===== src/rtl/rv_ctrl_pkg.sv =====
// Shared encodings for the multicycle RV32I control sequencer: states, opcode classes,
// datapath select codes and fault codes.
package rv_ctrl_pkg;

    typedef enum logic [2:0] {
        ST_FETCH  = 3'd0,
        ST_DECODE = 3'd1,
        ST_EXEC   = 3'd2,
        ST_MEM    = 3'd3,
        ST_WB     = 3'd4,
        ST_FAULT  = 3'd5
    } state_e;

    typedef enum logic [3:0] {
        CL_OP      = 4'd0,
        CL_OPIMM   = 4'd1,
        CL_LOAD    = 4'd2,
        CL_STORE   = 4'd3,
        CL_BRANCH  = 4'd4,
        CL_JAL     = 4'd5,
        CL_JALR    = 4'd6,
        CL_LUI     = 4'd7,
        CL_AUIPC   = 4'd8,
        CL_FENCE   = 4'd9,
        CL_SYSTEM  = 4'd10,
        CL_ILLEGAL = 4'd11
    } class_e;

    localparam logic [6:0] OPC_OP     = 7'b0110011;
    localparam logic [6:0] OPC_OPIMM  = 7'b0010011;
    localparam logic [6:0] OPC_LOAD   = 7'b0000011;
    localparam logic [6:0] OPC_STORE  = 7'b0100011;
    localparam logic [6:0] OPC_BRANCH = 7'b1100011;
    localparam logic [6:0] OPC_JAL    = 7'b1101111;
    localparam logic [6:0] OPC_JALR   = 7'b1100111;
    localparam logic [6:0] OPC_LUI    = 7'b0110111;
    localparam logic [6:0] OPC_AUIPC  = 7'b0010111;
    localparam logic [6:0] OPC_FENCE  = 7'b0001111;
    localparam logic [6:0] OPC_SYSTEM = 7'b1110011;

    localparam logic [1:0] PC_SRC_SEQ = 2'd0;
    localparam logic [1:0] PC_SRC_REL = 2'd1;
    localparam logic [1:0] PC_SRC_ALU = 2'd2;

    localparam logic [1:0] WB_ALU  = 2'd0;
    localparam logic [1:0] WB_MEM  = 2'd1;
    localparam logic [1:0] WB_LINK = 2'd2;
    localparam logic [1:0] WB_IMM  = 2'd3;

    localparam logic [1:0] ALU_ADD    = 2'd0;
    localparam logic [1:0] ALU_RTYPE  = 2'd1;
    localparam logic [1:0] ALU_ITYPE  = 2'd2;
    localparam logic [1:0] ALU_BRANCH = 2'd3;

    localparam logic [1:0] FAULT_NONE    = 2'd0;
    localparam logic [1:0] FAULT_ILLEGAL = 2'd1;
    localparam logic [1:0] FAULT_TIMEOUT = 2'd2;
    localparam logic [1:0] FAULT_SYSTEM  = 2'd3;

    typedef struct packed {
        logic       mem_req;
        logic       mem_we;
        logic       mem_addr_sel;
        logic       ir_we;
        logic       pc_we;
        logic [1:0] pc_src;
        logic       reg_we;
        logic [1:0] wb_sel;
        logic       alu_a_sel;
        logic       alu_b_sel;
        logic [1:0] alu_op;
        logic       instret;
    } ctrl_t;

    // JAL/JALR write the PC in EXEC and write the link address in WB.
    function automatic logic is_link(input class_e c);
        return (c == CL_JAL) || (c == CL_JALR);
    endfunction

endpackage


===== src/rtl/multicycle_controller_classifier.sv =====
// Combinational opcode classifier; uses the same opcode set as the immediate generator.
module opcode_classifier
    import rv_ctrl_pkg::*;
(
    input  logic [6:0] opcode_i,
    output class_e     class_o
);

    always_comb begin
        class_o = CL_ILLEGAL;
        case (opcode_i)
            OPC_OP:     class_o = CL_OP;
            OPC_OPIMM:  class_o = CL_OPIMM;
            OPC_LOAD:   class_o = CL_LOAD;
            OPC_STORE:  class_o = CL_STORE;
            OPC_BRANCH: class_o = CL_BRANCH;
            OPC_JAL:    class_o = CL_JAL;
            OPC_JALR:   class_o = CL_JALR;
            OPC_LUI:    class_o = CL_LUI;
            OPC_AUIPC:  class_o = CL_AUIPC;
            OPC_FENCE:  class_o = CL_FENCE;
            OPC_SYSTEM: class_o = CL_SYSTEM;
            default:    class_o = CL_ILLEGAL;
        endcase
    end

endmodule


===== src/rtl/multicycle_controller.sv =====
// Multicycle RV32I sequencer: FETCH/DECODE/EXEC/MEM/WB with a sticky FAULT state.
// All outputs are combinational from the registered state, class register and mem_ready.
module multicycle_controller
    import rv_ctrl_pkg::*;
#(
    parameter int unsigned TIMEOUT_CYCLES = 255
) (
    input  logic        clk,
    input  logic        rst,
    input  logic [31:0] instr,
    input  logic        branch_taken,
    input  logic        mem_ready,
    output logic        mem_req,
    output logic        mem_we,
    output logic        mem_addr_sel,
    output logic        ir_we,
    output logic        pc_we,
    output logic [1:0]  pc_src,
    output logic        reg_we,
    output logic [1:0]  wb_sel,
    output logic        alu_a_sel,
    output logic        alu_b_sel,
    output logic [1:0]  alu_op,
    output logic        instret,
    output logic [1:0]  fault_code,
    output logic [2:0]  state_dbg
);

    localparam logic [15:0] TIMEOUT_W = 16'(TIMEOUT_CYCLES);

    state_e      state_q, state_d;
    class_e      class_q, class_d;
    logic [1:0]  fault_q, fault_d;
    logic [15:0] wait_q, wait_d;
    class_e      cls_dec;
    ctrl_t       ctrl;
    ctrl_t       ctrl_out;
    logic        unused_instr;

    assign unused_instr = ^instr[31:7];

    opcode_classifier u_classifier (
        .opcode_i (instr[6:0]),
        .class_o  (cls_dec)
    );

    always_ff @(posedge clk) begin
        if (rst) begin
            state_q <= ST_FETCH;
            class_q <= CL_ILLEGAL;
            fault_q <= FAULT_NONE;
            wait_q  <= '0;
        end else begin
            state_q <= state_d;
            class_q <= class_d;
            fault_q <= fault_d;
            wait_q  <= wait_d;
        end
    end

    always_comb begin
        state_d = state_q;
        class_d = class_q;
        fault_d = fault_q;
        wait_d  = wait_q;
        ctrl    = '0;

        case (state_q)
            ST_FETCH: begin
                ctrl.mem_req = 1'b1;
                if (mem_ready) begin
                    ctrl.ir_we = 1'b1;
                    state_d    = ST_DECODE;
                end else if (wait_q == TIMEOUT_W) begin
                    state_d = ST_FAULT;
                    fault_d = FAULT_TIMEOUT;
                end else begin
                    wait_d = wait_q + 16'd1;
                end
            end

            ST_DECODE: begin
                class_d = cls_dec;
                case (cls_dec)
                    CL_ILLEGAL: begin
                        state_d = ST_FAULT;
                        fault_d = FAULT_ILLEGAL;
                    end
                    CL_SYSTEM: begin
                        state_d = ST_FAULT;
                        fault_d = FAULT_SYSTEM;
                    end
                    default: state_d = ST_EXEC;
                endcase
            end

            ST_EXEC: begin
                case (class_q)
                    CL_OP: begin
                        ctrl.alu_op = ALU_RTYPE;
                        state_d     = ST_WB;
                    end
                    CL_OPIMM: begin
                        ctrl.alu_b_sel = 1'b1;
                        ctrl.alu_op    = ALU_ITYPE;
                        state_d        = ST_WB;
                    end
                    CL_LOAD, CL_STORE: begin
                        ctrl.alu_b_sel = 1'b1;
                        ctrl.alu_op    = ALU_ADD;
                        state_d        = ST_MEM;
                    end
                    CL_BRANCH: begin
                        ctrl.alu_op  = ALU_BRANCH;
                        ctrl.pc_we   = 1'b1;
                        ctrl.pc_src  = branch_taken ? PC_SRC_REL : PC_SRC_SEQ;
                        ctrl.instret = 1'b1;
                        state_d      = ST_FETCH;
                    end
                    CL_JAL: begin
                        ctrl.pc_we  = 1'b1;
                        ctrl.pc_src = PC_SRC_REL;
                        state_d     = ST_WB;
                    end
                    CL_JALR: begin
                        ctrl.alu_b_sel = 1'b1;
                        ctrl.alu_op    = ALU_ADD;
                        ctrl.pc_we     = 1'b1;
                        ctrl.pc_src    = PC_SRC_ALU;
                        state_d        = ST_WB;
                    end
                    CL_AUIPC: begin
                        ctrl.alu_a_sel = 1'b1;
                        ctrl.alu_b_sel = 1'b1;
                        ctrl.alu_op    = ALU_ADD;
                        state_d        = ST_WB;
                    end
                    CL_LUI: state_d = ST_WB;
                    CL_FENCE: begin
                        ctrl.pc_we   = 1'b1;
                        ctrl.pc_src  = PC_SRC_SEQ;
                        ctrl.instret = 1'b1;
                        state_d      = ST_FETCH;
                    end
                    default: begin
                        state_d = ST_FAULT;
                        fault_d = FAULT_ILLEGAL;
                    end
                endcase
            end

            ST_MEM: begin
                ctrl.mem_req      = 1'b1;
                ctrl.mem_addr_sel = 1'b1;
                ctrl.mem_we       = (class_q == CL_STORE);
                if (mem_ready) begin
                    if (class_q == CL_STORE) begin
                        ctrl.pc_we   = 1'b1;
                        ctrl.pc_src  = PC_SRC_SEQ;
                        ctrl.instret = 1'b1;
                        state_d      = ST_FETCH;
                    end else begin
                        state_d = ST_WB;
                    end
                end else if (wait_q == TIMEOUT_W) begin
                    state_d = ST_FAULT;
                    fault_d = FAULT_TIMEOUT;
                end else begin
                    wait_d = wait_q + 16'd1;
                end
            end

            ST_WB: begin
                ctrl.reg_we  = 1'b1;
                ctrl.instret = 1'b1;
                case (class_q)
                    CL_LOAD:         ctrl.wb_sel = WB_MEM;
                    CL_JAL, CL_JALR: ctrl.wb_sel = WB_LINK;
                    CL_LUI:          ctrl.wb_sel = WB_IMM;
                    default:         ctrl.wb_sel = WB_ALU;
                endcase
                ctrl.pc_we  = !is_link(class_q);
                ctrl.pc_src = PC_SRC_SEQ;
                state_d     = ST_FETCH;
            end

            ST_FAULT: begin
                state_d = ST_FAULT;
            end

            default: begin
                state_d = ST_FAULT;
                fault_d = FAULT_ILLEGAL;
            end
        endcase

        // The wait counter restarts whenever a new memory request phase begins.
        if ((state_d != state_q) && ((state_d == ST_FETCH) || (state_d == ST_MEM))) begin
            wait_d = '0;
        end
    end

    assign ctrl_out     = rst ? '0 : ctrl;
    assign mem_req      = ctrl_out.mem_req;
    assign mem_we       = ctrl_out.mem_we;
    assign mem_addr_sel = ctrl_out.mem_addr_sel;
    assign ir_we        = ctrl_out.ir_we;
    assign pc_we        = ctrl_out.pc_we;
    assign pc_src       = ctrl_out.pc_src;
    assign reg_we       = ctrl_out.reg_we;
    assign wb_sel       = ctrl_out.wb_sel;
    assign alu_a_sel    = ctrl_out.alu_a_sel;
    assign alu_b_sel    = ctrl_out.alu_b_sel;
    assign alu_op       = ctrl_out.alu_op;
    assign instret      = ctrl_out.instret;
    assign fault_code   = rst ? FAULT_NONE : fault_q;
    assign state_dbg    = rst ? 3'd0 : state_q;

endmodule


===== config.mk =====
export PLATFORM = sky130hd
export DESIGN_NAME = multicycle_controller
export DESIGN_NICKNAME = d
export VERILOG_FILES = /design/src/rtl/rv_ctrl_pkg.sv /design/src/rtl/multicycle_controller_classifier.sv /design/src/rtl/multicycle_controller.sv
export SDC_FILE = /design/constraint.sdc
export NUM_CORES = 1
export LEC_CHECK = 0
export BUFFER_PORTS_ARGS = -buffer_cell sky130_fd_sc_hd__buf_2
export CAP_MARGIN = 25
export CORE_MARGIN = 2
export CORE_UTILIZATION = 52
export DETAILED_ROUTE_END_ITERATION = 8
export GPL_TIMING_DRIVEN = 0
export HOLD_SLACK_MARGIN = 0.1
export PLACE_DENSITY = 0.81
export RECOVER_POWER = 50
export SLEW_MARGIN = 20
export SYNTH_ARGS = -nofsm -noshare
export SYNTH_HDL_FRONTEND = slang
export SYNTH_HIERARCHICAL = 1
export SYNTH_SLANG_ARGS = --single-unit
export TNS_END_PERCENT = 10

===== constraint.sdc =====
create_clock -name clk -period 3 [get_ports clk]
set_input_delay 0.15 -clock clk [delete_from_list [all_inputs] [get_ports clk]]
set_output_delay 0.15 -clock clk [all_outputs]
set_load 0.01 [all_outputs]

Word-level counts from Yosys, hierarchy flattened
Cells that the tools add are included.
{"block": "classes", "n_mux": 35, "n_div": 0, "multipliers": 0, "reduce_logical": 19, "eq_ne": 34, "n_bitwise": 3, "n_addsub": 1, "magnitude_cmp": 0, "shifts": 0}
{"op": "$pmux W4 S11", "n": 1}
{"op": "$eq A7 B7 Y1 const B", "n": 4}
{"op": "$mux W3", "n": 9}
{"op": "$eq A7 B6 Y1 const B", "n": 3}
{"op": "$pmux W3 S3", "n": 2}
{"op": "$add A16 B1 Y16 const B", "n": 1}
{"op": "$eq A16 B8 Y1 const B", "n": 1}
{"op": "$eq A4 B3 Y1 const B", "n": 4}
{"op": "$eq A4 B4 Y1 const B", "n": 4}
{"op": "$mux W15", "n": 1}
{"op": "$pmux W3 S5", "n": 1}
{"op": "$eq A7 B5 Y1 const B", "n": 2}
{"op": "$reduce_or A2 Y1", "n": 7}
{"op": "$pmux W2 S3", "n": 2}
{"op": "$pmux W3 S4", "n": 1}
{"op": "$mux W2", "n": 5}
{"op": "$reduce_or A10 Y1", "n": 1}
{"op": "$eq A3 B2 Y1 const B", "n": 3}
{"op": "$mux W1", "n": 9}
{"op": "$eq A4 B2 Y1 const B", "n": 2}
{"op": "$pmux W2 S4", "n": 1}
{"op": "$eq A7 B2 Y1 const B", "n": 1}
{"op": "$eq A7 B4 Y1 const B", "n": 1}
{"op": "$eq A3 B3 Y1 const B", "n": 2}
{"op": "other kinds (19)", "n": 24}
{"block": "totals", "mem_bits_rw": 0, "mem_bits_ro": 0, "out_inout_bits": 20, "elab_cells": 96, "in_bits": 36, "memories": 0, "regBits": 25, "latchBits": 0}

Depth between registers and ports, before layout
Gate-level depths: netlist of run 1.
{"block": "logic_depth", "word_depth": 10, "depth_mapped": 12, "depth_no_buf": 9}

Hierarchy
The synthesis of run 1 kept the hierarchy.
{"module": "multicycle_controller", "area_each_um2": 1696.6, "cells_each": 217, "instances": 1, "seq_area_each_um2": 500.5}
{"module": "opcode_classifier", "area_each_um2": 167.7, "cells_each": 26, "instances": 1, "seq_area_each_um2": 0.0}

Worst setup path before layout of run 1
OpenSTA, ideal clock, no wires.
{"block": "synth_timing", "kind": "flip-flop to flip-flop", "startpoint": "register wait_q[8]", "endpoint": "register wait_q[12]", "period_less_slack_ns": 2.242, "stages_incl_launch_ff": 10, "n_path_buf": 3, "slack_ns": 0.758, "t_required_ns": 2.938, "t_arrival_ns": 2.181, "setup_time_ns": 0.062, "cell_sequence": "dfxtp_1 or4_1 or4_1 buf_2 nor3_1 o31a_2 nor2b_1 buf_6 buf_12 nor2_2"}
{"block": "synth_between", "elab_chain_len": 8, "elab_cells_between_ends": 14, "cone_classes": "1 x add/sub; 3 x eq/ne; 4 x mux; 1 x bitwise; 5 x reduce/logical"}
{"item": "start, declared", "line_no": "multicycle_controller.sv:34", "source": "logic [15:0] wait_q, wait_d;"}
{"item": "start signal, assigned", "line_no": "multicycle_controller.sv:57", "source": "wait_q <= wait_d;"}
{"item": "$eq A16 B8 Y1", "line_no": "multicycle_controller.sv:74, multicycle_controller.sv:165"}
{"item": "$mux W3", "line_no": "multicycle_controller.sv:74, multicycle_controller.sv:165"}
{"item": "$mux W3, on equally long branches", "line_no": "multicycle_controller.sv:156, multicycle_controller.sv:71"}
{"item": "$pmux W3 S5", "line_no": "multicycle_controller.sv:68", "source": "case (state_q)"}
{"item": "$eq A3 B2 Y1 / $logic_not A3 Y1 (equally long branches)", "line_no": "multicycle_controller.sv:198", "source": "if ((state_d != state_q) && ((state_d == ST_FETCH) || (state_d == ST_MEM))) begin"}
{"item": "$logic_or A1 B1 Y1", "line_no": "multicycle_controller.sv:198"}
{"item": "$logic_and A1 B1 Y1", "line_no": "multicycle_controller.sv:198"}
{"item": "$reduce_or A2 Y1 (no line)"}
Several ways; a longest one is shown, not always the timed one.
A chain may end at the register's enable or synchronous reset.

Worst setup path in the final report of run 1
Same ends and word-level chain as after synthesis.

==> reports/summary.txt, run 1 <==
F_max: 382.0 MHz
Critical path buffer and inverter count: 3
Psw: 327.9 uW
P_leak: 0.0007230 uW
CTS root buf: clkbuf_4
Fin. max-slew vios: 0
Worst-path maximum fanout: 10
Post-CTS Repair Setup Buffers: 0
Critical path, cell by cell: or4_1, or4_1, clkbuf_1, nor3_1, o31a_2, nor2b_1, clkbuf_1, buf_12, nor2_2
Die height: 63.88 um
Final Cycle Share: 0.8725
Share of the synthesized area in the top cell type: 0.2685
Initial drt markers: 104
Number of global-route vias before repair: 1611
Post-synth net total: 280
Starting density of the core: 0.5500
Slew HR: 0.3688
CP max stage delay: 0.53 ns
YS warnings: 6
GR Overflow Total: 0
Routed wire length per instance: 12.35 um
Setup tns final: 0 ns
Worst-margin pin slew: 0.9447 ns
Area of the multi-input gates: 1234 sq um
CTS Sinks: 25
CTS Hold Buffers Added: 0
Syn_area_per_cell: 7.672 sq um
Most frequent cells after synthesis: nor2_1 (31), dfxtp_1 (25), nand2_1 (20)
Die area: 4080 sq um
Area of the mapped netlist: 1864 sq um
Top_reg_cell synth: dfxtp_1
Critical path data required time: 3.28 ns
Sw frac: 0.3795
Slowest CP cell: or4_1
# rows: 21
Reg clk slew, reported paths: 0.14 ns
Area grow syn2layout: 10.81%
Core region area: 3390 sq um
Final Util: 0.6095
Shortest period the worst path allows: 2.618 ns
EDFF count, synth: 0
DRC: 0
# IOs: 56
Final Setup Violations: 0
DRT Pass-1 Iters: 5
Register Area: 500.5 sq um
Critical path class: reg2reg
Max-cap viol count: 0
Largest net degree at the start of global routing: 16
Final Hold Fails: 0
Clock Tree Buf Depth: 2
Final ANT Viol Nets: 0
Clock network fraction of total power: 0.183
Port bufs: 28
Reg power frac: 0.439
Post-CTS resize count: 0
Kind of cell adding the most delay to the critical path: simple AND/OR/NAND/NOR gates
Synth area leaders: dfxtp_1 (27%), nor2_1 (6.2%), xnor2_1 (6.1%)
Ys async rst share: 0
Worst Setup End Kind: flip-flop
Num CTS Buffers: 3
Most frequent cell after synthesis: nor2_1
Post-DP HPWL: 3077 um
Leading area contributor after synthesis: dfxtp_1
Synth cell types: 54
Worst skew pair latency: 0.33 ns
Share of cells above drive strength 1: 0.1309
Ant diodes: 0
Seq/Total Area, Yosys: 0.2685
Hold crit path type: in2reg
Pwr dens: 418.2 nW/um^2
Worst clock skew: 0.004553 ns
Kind of start point of the critical path: flip-flop
Antenna violations before repair: 0
CTS tree: yes
WL final: 3965 um
RSZ-0062 raised after global routing: no
H-Tree Depth: 1
Outcome: complete, no violations
Via count: 1783
Final Net Count: 313
Seq cells post-synth: 25
Internal power: 536.1 uW
Final GP Congestion: 0.8770
FILL cells: 332
GRT Overall Usage: 0.2126
VDD IR-drop max: 0.0002561 V
Combinational power share: 0.378
Global-route wire length before repair: 7127 um
Die Wd: 63.88 um
Crit path arrival time: 2.90 ns
Drt via density: 5.555
Syn Inst Count: 243
==> kinds of logic (layout without fill, tap and decap cells) <==
kind of cell             after synthesis  in the layout  synth area share
AND/OR/NAND/NOR                      128            128            0.3967
AO/OA/AOI/OAI                         41             41            0.1524
buffers and inverters                 26             58           0.06980
flip-flops                            25             25            0.2685
XOR/XNOR                              18             18           0.08456
multiplexers                           4              4           0.02148
adder cells (fa/ha/maj)                1              1          0.006710
==> area by class of cell <==
class                   count  share of cell area
plain buffers              15             0.03876
well taps                  46             0.02786
flip-flops and latches     25              0.2423
inverters                  11             0.01999
clock buffers               3             0.01090
clock inverters             1            0.003634
multi-input cells         192              0.5972
repair buffers             28             0.05936
==> worst register-to-register path: stages (launching register included) <==
cell      delay [ns]
dfxtp_1         0.36
or4_1           0.53
or4_1           0.50
clkbuf_1        0.22
nor3_1          0.22
o31a_2          0.17
nor2b_1         0.04
clkbuf_1        0.21
buf_12          0.22
nor2_2          0.11
==> placed cells by master (no fill, tap or decap), types with 5 or more instances in the layout <==
| cell | n |
|---|---|
| o21ai_0 | 6 |
| nor3_1 | 8 |
| nand2b_1 | 6 |
| buf_2 | 14 |
| dfxtp_1 | 25 |
| nor2b_1 | 8 |
| nor2_1 | 31 |
| xnor2_1 | 13 |
| nand3_1 | 9 |
| a21oi_1 | 10 |
| or3_1 | 6 |
| xor2_1 | 5 |
| nand2_1 | 20 |
| nor2_4 | 7 |
| clkbuf_1 | 27 |
| inv_1 | 11 |
==> worst paths after layout <==
path	slack, ns	cells past startpoint	start	end
setup reg to reg	0.38	9	wait_q[8]	wait_q[12]
hold / removal	0.22	3	mem_ready	state_q[1]
setup / recovery	0.38	9	wait_q[8]	wait_q[12]
hold reg to reg	0.50	2	fault_q[1]	fault_q[1]
==> through the flow <==
step           hold slack (ns)  cells  cell area [sq um]  power [uW]  setup slack (ns)
2_1_floorplan           0.3635    243               1864       643.3            0.7577
3_3_place_gp            0.4660    317               2062       713.8            0.5302
3_5_place_dp            0.4811    317               2062       719.6            0.4905
4_1_cts                 0.2136    321               2092       877.3            0.4758
5_1_grt                 0.2293    321               2066       927.8            0.2239
6_report                0.2229    321               2066       863.9            0.3824
==> state kept, by name (all words and copies together), names as in the netlist <==
register / count
state_q: 3
fault_q: 2
wait_q: 16
class_q: 4
==> layer usage <==
metal	vias to the layer above	track usage	routed length, um	share of wire
li1	919	-	-	-
met1	825	0.2965	1962	0.49
met2	34	0.3477	1823	0.46
met3	5	0.01232	120	0.030
met4	0	0.07337	59	0.015
met5	-	0	0	0
==> power groups by stage <==
stage / Clock [uW] / Sequential (uW) / Combinational [uW]
6_report: 158 / 379 / 326
3_3_place_gp: 0 / 385 / 328
3_5_place_dp: 0 / 387 / 333
4_1_cts: 164 / 379 / 335
2_1_floorplan: 0 / 381 / 262
5_1_grt: 178 / 383 / 367
Power figures use the tool's default switching activity.
==> run 2, diff against run 1 <==
--- a/config.mk
+++ b/config.mk
@@ -5,14 +5,15 @@
 export SDC_FILE = /design/constraint.sdc
 export NUM_CORES = 1
 export LEC_CHECK = 0
+export ABC_AREA = 1
 export BUFFER_PORTS_ARGS = -buffer_cell sky130_fd_sc_hd__buf_2
 export CAP_MARGIN = 25
 export CORE_MARGIN = 2
-export CORE_UTILIZATION = 52
+export CORE_UTILIZATION = 53
 export DETAILED_ROUTE_END_ITERATION = 8
 export GPL_TIMING_DRIVEN = 0
 export HOLD_SLACK_MARGIN = 0.1
-export PLACE_DENSITY = 0.81
+export PLACE_DENSITY = 0.8
 export RECOVER_POWER = 50
 export SLEW_MARGIN = 20
 export SYNTH_ARGS = -nofsm -noshare
==> reports/summary.txt, run 2 <==
Fin. max-slew vios: 0 (unchanged)
Port bufs: 29 (+3.6%)
Regs by FF count: wait_q x16, class_q x4, state_q x3
Post-CTS resize count: 0 (unchanged)
Largest Register: wait_q
VDD IR-drop max: 0.0004160 V (+62%)
P_leak: 0.001048 uW (+45%)
Drt via density: 5.095 (-8.3%)
Pre-CTS setup slack: 0.8160 ns (+0.3255 ns)
Post-Synth Adder-Cell Area: 0.005790 (-0.0009210)
Synth cell types: 36 (-33%)
CTS Hold Buffers Added: 0 (unchanged)
# rows: 23 (+9.5%)
Seq/Total Area, Yosys: 0.2316 (-0.03684)
Setup tns final: 0 ns (unchanged)
WHS: 0.2598 ns (+0.03689 ns)
Clock Tree Buf Depth: 2 (unchanged)
Initial drt markers: 76 (-27%)
Core region area: 3971 sq um (+17%)
Most frequent cells after synthesis: nand2_1 (69), inv_1 (42), nor2_1 (41)
F_max: 481.9 MHz (+26%)
Worst clock skew: 0.008764 ns (+0.004211 ns)
Max-cap viol count: 0 (unchanged)
Final ANT Viol Nets: 0 (unchanged)
Final GP Congestion: 0.9020 (+2.9%)
Final Cycle Share: 0.6917 (-0.1808)
Area of the mapped netlist: 2161 sq um (+16%)
Post-synth net total: 377 (+35%)
Die Wd: 67.85 um (+6.2%)
GR Overflow Total: 0 (unchanged)
Simple-Gate Fraction of Synth Area: 0.4186 (+0.02200)
Most frequent cells in the layout: nand2_1 (71), inv_1 (44), nor2_1 (44)
Total power: 1297 uW (+50%)
WL final: 4617 um (+16%)
CTS root buf: clkbuf_8
EDFF count, synth: 0 (unchanged)
Reg clk slew, reported paths: 0.09 ns (-0.05 ns)
Post-CTS Repair Setup Buffers: 0 (unchanged)
Via count: 2155 (+21%)
Die height: 67.85 um (+6.2%)
Synth area leaders: dfxtp_1 (23%), nand2_1 (12%), inv_1 (7.3%)
Starting density of the core: 0.5441 (-0.005910)
Worst-margin pin slew: 0.4362 ns (-0.5085 ns)
Number of global-route vias before repair: 1928 (+20%)
Final Util: 0.5974 (-0.01210)
GRT Overall Usage: 0.2230 (+0.01035)
Share of the synthesized area in the top cell type: 0.2316 (-0.03684)
Largest family of logic cells by synthesized area: simple AND/OR/NAND/NOR gates
YS warnings: 6 (unchanged)
Worst Setup End Kind: flip-flop
RSZ-0062 raised after global routing: no
Syn_area_per_cell: 6.355 sq um (-17%)
Routed wire length per instance: 10.91 um (-12%)
Global-route wire length before repair: 7990 um (+12%)
Pwr dens: 546.8 nW/um^2 (+31%)
Worst skew pair latency: 0.27 ns (-0.06 ns)
Area grow syn2layout: 9.786%
Kind of start point of the critical path: flip-flop
Post-synthesis compound-gate area fraction: 0.1662 (+0.01384)
# IOs: 56 (unchanged)
Crit path arrival time: 2.23 ns (-0.67 ns)
Worst-path maximum fanout: 10 (unchanged)
Most frequent cell after synthesis: nand2_1
Final Hold Fails: 0 (unchanged)
Critical path class: reg2reg
Seq cells post-synth: 25 (unchanged)
Die area: 4604 sq um (+13%)
Largest net degree at the start of global routing: 14 (-2)
Max FFs per register: 16 (unchanged)
Leading area contributor after synthesis: dfxtp_1
Mux contribution to synthesized area: 0.009265 (-0.01221)
Ys async rst share: 0 (unchanged)
Outcome: complete, no violations
H-Tree Depth: 1 (unchanged)
Critical path data required time: 3.16 ns (-0.12 ns)
Hold crit path type: in2reg
Worst setup margin: 0.9249 ns (+0.5425 ns)
Synth Area in XOR/XNOR: 0.03648 (-0.04808)
DRT Pass-1 Iters: 4 (-1)
Final Setup Violations: 0 (unchanged)
Syn Inst Count: 340 (+40%)
Post-DP HPWL: 3712 um (+21%)
DRC: 0 (unchanged)
Final Net Count: 411 (+31%)
Leading cell type in the layout, fill and taps excluded: nand2_1
Shortest period the worst path allows: 2.075 ns (-0.5425 ns)
CTS Sinks: 25 (unchanged)
Slew HR: 0.7092 (+0.3404)
Num CTS Buffers: 3 (unchanged)
Antenna violations before repair: 0 (unchanged)
Ant diodes: 0 (unchanged)
Top_reg_cell synth: dfxtp_1
Share of cells above drive strength 1: 0.2172 (+0.08625)
CTS tree: yes
-- run 2: cell types whose count changed after synthesis, sizes merged, moves of 8 or more --
cell    before  now
inv         11   56
nand2       20   88
nand3        9   19
xnor2       13    1
clkbuf      10    2
nor2        41   54
nor2b        8    0
a21oi       10   30
o21ai        6   18
-- run 2: per-stage QoR --
step / instances / instance area, sq um
2_1_floorplan: 340 / 2161
5_1_grt: 423 / 2372
4_1_cts: 423 / 2414
6_report: 423 / 2372
3_5_place_dp: 419 / 2369
3_3_place_gp: 419 / 2369
-- run 2: per-layer routing --
| layer | track usage | share of wire | up-vias |
|---|---|---|---|
| li1 | - | - | 1152 |
| met1 | 0.2749 | 0.47 | 962 |
| met2 | 0.4032 | 0.49 | 35 |
| met3 | 0.03783 | 0.032 | 6 |
| met4 | 0.05250 | 0.011 | 0 |
| met5 | 0 | 0 | - |
-- run 2: kinds of logic after synthesis --
group,count (synthesis)
simple gates,182
buf+inv,64
compound gates,57
flops,25
xor+xnor,9
mux,2
fa+ha+maj,1
-- run 2: cell type report --
type	count	area, sq um
inverter	59	235.2
buffer	5	50.05
clock buffer	4	45.04
fill	418	1599
sequential	25	500.5
multi-input combinational	251	1348
timing repair buffer	29	131.4
tap	50	62.56
-- run 2: where the power goes --
group	switching (uW)	internal [uW]
clock network	103	95.0
registers	58.7	386
logic	429	226
total	590	707
-- run 2: path summary, 6_finish.rpt --
path,startpoint,endpoint,slack [ns],cells past startpoint
setup reg to reg,wait_q[0],wait_q[10],0.92,9
hold / removal,rst,state_q[0],0.26,2
setup / recovery,wait_q[0],wait_q[10],0.92,9
hold reg to reg,fault_q[0],fault_q[0],0.48,2
-- run 2: worst max-delay path, cell delays in order (launching register included) --
cell and delay (ns):
dfxtp_1 0.45, ha_1 0.29, nand3_1 0.21, nor2_1 0.17
nand2_2 0.12, nand2_1 0.11, nand3_2 0.10, o21bai_4 0.26
buf_12 0.18, a21oi_2 0.06
